`config.mk`:
```
export PLATFORM = sky130hd
export DESIGN_NAME = pcie_xadm_client_arb
export DESIGN_NICKNAME = d
export VERILOG_FILES = /design/src/rtl/pcie_xadm_client_arb.sv
export SDC_FILE = /design/constraint.sdc
export NUM_CORES = 1
export LEC_CHECK = 0
export CAP_MARGIN = 10
export CORE_AREA = 8 8 188 190
export DETAILED_ROUTE_END_ITERATION = 12
export DIE_AREA = 0 0 196 198
export PLACE_DENSITY = 0.52
export RECOVER_POWER = 50
export SYNTH_ARGS = -nofsm -noshare
export SYNTH_HDL_FRONTEND = slang
export SYNTH_SLANG_ARGS = --single-unit
```
`constraint.sdc`:
```
create_clock -name clk -period 3.35 [get_ports clk]
set_clock_uncertainty 0.15 [all_clocks]
set_input_delay 0.67 -clock clk [delete_from_list [all_inputs] [get_ports clk]]
set_output_delay 0.67 -clock clk [all_outputs]
set_load 0.1 [all_outputs]
```
`src/rtl/pcie_xadm_client_arb.sv`:
```
`default_nettype none
// ============================================================================
//  Module   : pcie_xadm_client_arb
//  Purpose  : Round-robin arbiter/sequencer sharing the single xadm TLP
//             submission path among NCL outbound clients. One client owns
//             the path for a whole TLP (header through end-of-transaction);
//             a watchdog revokes ownership from a client that stops moving.
//  Ports    : clk, rst_n                  clock, async active-low reset
//             client_tlp_hv/hdr/dv/data/byte_en/eot   packed per-client TLP
//             client_halt                 per-client stall (1 = stall)
//             xadm_ready                  xadm accepts a beat this cycle
//             xadm_tlp_hv/dv/eot/hdr/data/byte_en     forwarded owner TLP
//             arb_grant                   one-hot current owner (0 = idle)
//             arb_timeout                 one-cycle watchdog revoke pulse
//  Revision : 1.0  initial release
// ============================================================================
module pcie_xadm_client_arb #(
   parameter int NCL     = 2,
   parameter int HDR_WD  = 89,
   parameter int DATA_WD = 64,
   parameter int TO_CYC  = 256
) (
   input  logic                       clk,
   input  logic                       rst_n,
   input  logic [NCL-1:0]             client_tlp_hv,
   input  logic [NCL*HDR_WD-1:0]      client_tlp_hdr,
   input  logic [NCL-1:0]             client_tlp_dv,
   input  logic [NCL*DATA_WD-1:0]     client_tlp_data,
   input  logic [NCL*(DATA_WD/8)-1:0] client_tlp_byte_en,
   input  logic [NCL-1:0]             client_tlp_eot,
   output logic [NCL-1:0]             client_halt,
   input  logic                       xadm_ready,
   output logic                       xadm_tlp_hv,
   output logic                       xadm_tlp_dv,
   output logic                       xadm_tlp_eot,
   output logic [HDR_WD-1:0]          xadm_tlp_hdr,
   output logic [DATA_WD-1:0]         xadm_tlp_data,
   output logic [(DATA_WD/8)-1:0]     xadm_tlp_byte_en,
   output logic [NCL-1:0]             arb_grant,
   output logic                       arb_timeout
);

   localparam int c_strb_wd = DATA_WD / 8;
   localparam int c_ow      = (NCL > 2) ? 2 : 1;   // owner index width
   localparam int c_wd_w    = $clog2(TO_CYC);      // watchdog counter width

   typedef enum logic [0:0] {
      ARB_IDLE = 1'b0,
      ARB_OWN  = 1'b1
   } arb_state_t;

   arb_state_t          r_state;
   logic [c_ow-1:0]     r_owner;
   logic [c_ow-1:0]     r_last_ptr;
   logic [NCL-1:0]      r_grant;
   logic [c_wd_w-1:0]   r_wdog;

   logic [c_ow-1:0]     w_pick;
   logic                w_pick_vld;
   logic [c_ow-1:0]     w_idx;
   logic                w_own;
   logic                w_own_hv;
   logic                w_own_dv;
   logic                w_own_eot;
   logic                w_acc_hv;
   logic                w_acc_dv;
   logic                w_acc_eot;
   logic                w_beat;
   logic                w_release;
   logic                w_expire;

   // Round-robin search upward from last_ptr+1. Scanning from the farthest
   // candidate down lets the nearest requester overwrite earlier hits.
   always_comb begin
      w_pick     = '0;
      w_pick_vld = 1'b0;
      w_idx      = '0;
      for (int k = NCL; k >= 1; k--) begin
         w_idx = c_ow'((int'(r_last_ptr) + k) % NCL);
         if (client_tlp_hv[w_idx]) begin
            w_pick     = w_idx;
            w_pick_vld = 1'b1;
         end
      end
   end

   assign w_own     = (r_state == ARB_OWN);
   assign w_own_hv  = client_tlp_hv[r_owner];
   assign w_own_dv  = client_tlp_dv[r_owner];
   assign w_own_eot = client_tlp_eot[r_owner];

   assign w_acc_hv  = w_own & w_own_hv  & xadm_ready;
   assign w_acc_dv  = w_own & w_own_dv  & xadm_ready;
   assign w_acc_eot = w_own & w_own_eot & xadm_ready;
   assign w_beat    = w_acc_hv | w_acc_dv | w_acc_eot;

   // A header-only eot (no dv) never releases; only the watchdog can.
   assign w_release = w_acc_dv & w_acc_eot;
   assign w_expire  = w_own & ~w_beat & (r_wdog == c_wd_w'(TO_CYC - 1));

   assign xadm_tlp_hv      = w_acc_hv;
   assign xadm_tlp_dv      = w_acc_dv;
   assign xadm_tlp_eot     = w_acc_eot;
   assign xadm_tlp_hdr     = w_own ? client_tlp_hdr[int'(r_owner)*HDR_WD +: HDR_WD]        : '0;
   assign xadm_tlp_data    = w_own ? client_tlp_data[int'(r_owner)*DATA_WD +: DATA_WD]     : '0;
   assign xadm_tlp_byte_en = w_own ? client_tlp_byte_en[int'(r_owner)*c_strb_wd +: c_strb_wd] : '0;
   assign arb_grant        = r_grant;
   assign arb_timeout      = w_expire;

   always_comb begin
      client_halt = '1;
      if (w_own) begin
         client_halt[r_owner] = ~xadm_ready;
      end
   end

   always_ff @(posedge clk or negedge rst_n) begin
      if (!rst_n) begin
         r_state    <= ARB_IDLE;
         r_owner    <= '0;
         r_last_ptr <= c_ow'(NCL - 1);   // client0 wins the first tie
         r_grant    <= '0;
         r_wdog     <= '0;
      end else begin
         case (r_state)
            ARB_IDLE: begin
               if (w_pick_vld) begin
                  r_owner <= w_pick;
                  r_grant <= NCL'(1) << w_pick;
                  r_wdog  <= '0;
                  r_state <= ARB_OWN;
               end
            end
            ARB_OWN: begin
               if (w_release || w_expire) begin
                  r_last_ptr <= r_owner;
                  r_grant    <= '0;
                  r_wdog     <= '0;
                  r_state    <= ARB_IDLE;
               end else if (w_beat) begin
                  r_wdog <= '0;
               end else if (r_wdog != c_wd_w'(TO_CYC - 1)) begin
                  r_wdog <= r_wdog + 1'b1;
               end
            end
            default: r_state <= ARB_IDLE;
         endcase
      end
   end

endmodule
`default_nettype wire

```
==> run summary <==
clock buffer count from CTS -> 3
endpoints failing hold -> 0
setup tns final -> 0 ns
PortBufs -> 499
Mapped Nets -> 769
Final setup viols -> 0
Die Wd -> 196 um
cell taking the most area after synthesis -> mux2i_1
Mapped Cells -> 437
post-route clock period utilization -> 90.5%
reg-to-reg critical path endpoint -> r_wdog[3]
Worst Path Arrival -> 2.21 ns
run status -> finished clean
P_sw -> 7610 uW
CTS Hold Buffers Added -> 0
Clock transition at path regs -> 0.04 ns
via count -> 4946
DR iter-0 viols -> 140
reg2reg start -> r_owner
internal power -> 3880 uW
Die ar. -> 0.0388 mm2
sw frac -> 66.2%
via-per-instance ratio -> 3.74
sequential-to-total area share from yosys stat -> 9.10%
CTS tree -> yes
area of placed instances -> 0.0104 mm2
H-tree depth -> 1
DRT antenna net count -> 0
Ys Warns -> 0
Initial Util -> 11.1%
critical-path maximum fanout -> 4
Avg Cell Area, Syn -> 8.21 um2
post-CTS setup buffers -> 0
cell area after synthesis -> 0.00359 mm2
die height -> 198 um
Remaining DRCs -> 0
final WL -> 23.3 mm
Final WS setup -> 0.320 ns
DP Cell Count -> 1318
clock share of power -> 2.0%
Resized Gates After CTS -> 0
clk_lat worst skew -> 0.24 ns
CTS sink count -> 13
Finished Layout Cells -> 1322
Synth area leaders -> mux2i_1 (45%), nor2b_1 (28%), dfrtp_1 (8.4%)
largest net degree at the start of global routing -> 55
WP data required -> 2.53 ns
commonest non-fill, non-tap cell in the layout -> clkdlybuf4s50_1
WL/cell -> 17.6 um
Max-Cap Viols -> 0
top cell type's share of synthesized area -> 45.2%
number of global-route vias before repair -> 5314
sequential share of power -> 2.9%
RSZ-0062 raised after global routing -> no
Hold EP -> r_wdog[0]
max_slew headroom -> 18.4%
post-route minimum period -> 3.03 ns
distinct cell type count after synthesis -> 39
gpl congestion -> 0.785
#FFs+latches synth -> 13
power per cell area -> 1140 mW/mm2
most frequent cells in the layout -> clkdlybuf4s50_1 (328), mux2i_1 (162), nor2b_1 (161), buf_12 (120), clkbuf_2 (36)
share of cells above drive strength 1 -> 21.3%
hold path start -> r_wdog[0]
reg2reg setup slack -> 0.88 ns
Post-DP HPWL -> 20.8 mm
Root Buffer -> clkbuf_16
GRT Total Usage -> 10.8%
nature of the critical path endpoint -> output port
Clock Tree Buf Depth -> 2
Core Footprint -> 0.0322 mm2
pre-CTS WS -> 0.388 ns
Slew Viols, Final -> 0
logic gate share of total power -> 95.1%
initial antenna violation count -> 0
residual overflow from global routing -> 0
LEAKAGE -> 0.00429 uW
first-pass GRT wire length -> 33.2 mm
Max Clk Rate -> 330 MHz
Tightest Pin Transition -> 1.23 ns
worst hold path cell count -> 1
Critical Path Start Type -> input pin
I/O pin count -> 500
Layout Nets -> 1247
Crit. Startpoint -> client_tlp_hv[1]
R2R depth -> 5
worst vdd ir -> 585 uV
fin area -> 0.0101 mm2
worst hold path type -> reg -> reg
drt pass-1 iters -> 4
FP Rows -> 66
Worst Setup Path Type -> in -> out
Inserted Diodes -> 0
Layout area overhead -> 180%
Final Core Density -> 31.2%
logic make-up after synthesis:
logic type | Yosys count | synth area share (%)
DFF | 13 | 9.10
buffers and inverters | 42 | 5.62
and+or+nand+nor | 196 | 33.7
xor gates and xnor gates | 2 | 0.488
adders and majority gates | 1 | 0.349
muxes | 166 | 46.6
AOI/OAI and AO/OA | 17 | 4.12
Yosys cell counts (all sizes together):
cell type,instances
nor2,5
or3,5
nor2b,161
mux2,2
or2,1
mux2i,164
o22a,1
o21a,4
nor4,2
a22o,1
dfstp,1
a21o,1
nand2b,2
ha,1
o31ai,1
o311ai,3
buf,21
a21oi,3
nand2,6
clkbuf,19
dfrtp,12
o21ai,1
inv,2
nor3b,2
o21bai,1
and2,1
xor2,2
nor3,7
a221o,1
nand3,4
cell type report:
class                   instances  area (um2)
well taps                     408         510
clock buffers                   4        78.8
repair buffers                513        6080
multi-input cells             382        3050
flip-flops and latches         13         332
fillers                      3359       22200
inverters                       2        7.51
metrics by stage:
stage / hold WS, ns / power (uW)
2_1_floorplan: 0.224 / 7770
3_3_place_gp: 0.370 / 11800
3_5_place_dp: 0.383 / 11800
4_1_cts: 0.392 / 12100
5_1_grt: 0.417 / 11800
6_report: 0.391 / 11500
worst max path at each step:
stage                        end  slack (ns)
2_1_floorplan   xadm_tlp_data[0]        0.13
3_3_place_gp         arb_timeout        0.40
3_5_place_dp         arb_timeout        0.39
4_1_cts              arb_timeout        0.38
5_1_grt        xadm_tlp_data[53]        0.19
6_report             arb_timeout        0.32
sequential cells by signal (all words and copies together) (netlist names):
signal      cells
r_state         1
r_owner         1
r_last_ptr      1
r_wdog          8
arb_grant       2
metal layers:
metal	wire length, um	global-route usage [%]	up-vias
met5	0	0	-
met4	163	1.26	0
met3	2600	4.92	9
met2	12500	21.1	287
met1	8040	10.6	2199
li1	-	-	2451
critical path, cell delays in order:
cell           delay, ns
dlygate4sd3_1       0.59
mux2i_1             0.34
o21ai_2             0.11
nor3_2              0.29
buf_12              0.21
power groups by stage:
stage	clock network, uW	registers [uW]	logic [uW]
4_1_cts	231	348	11500
3_5_place_dp	0	349	11500
2_1_floorplan	0	312	7460
5_1_grt	237	354	11300
6_report	226	337	10900
3_3_place_gp	0	348	11500
Power figures use the tool's default switching activity.
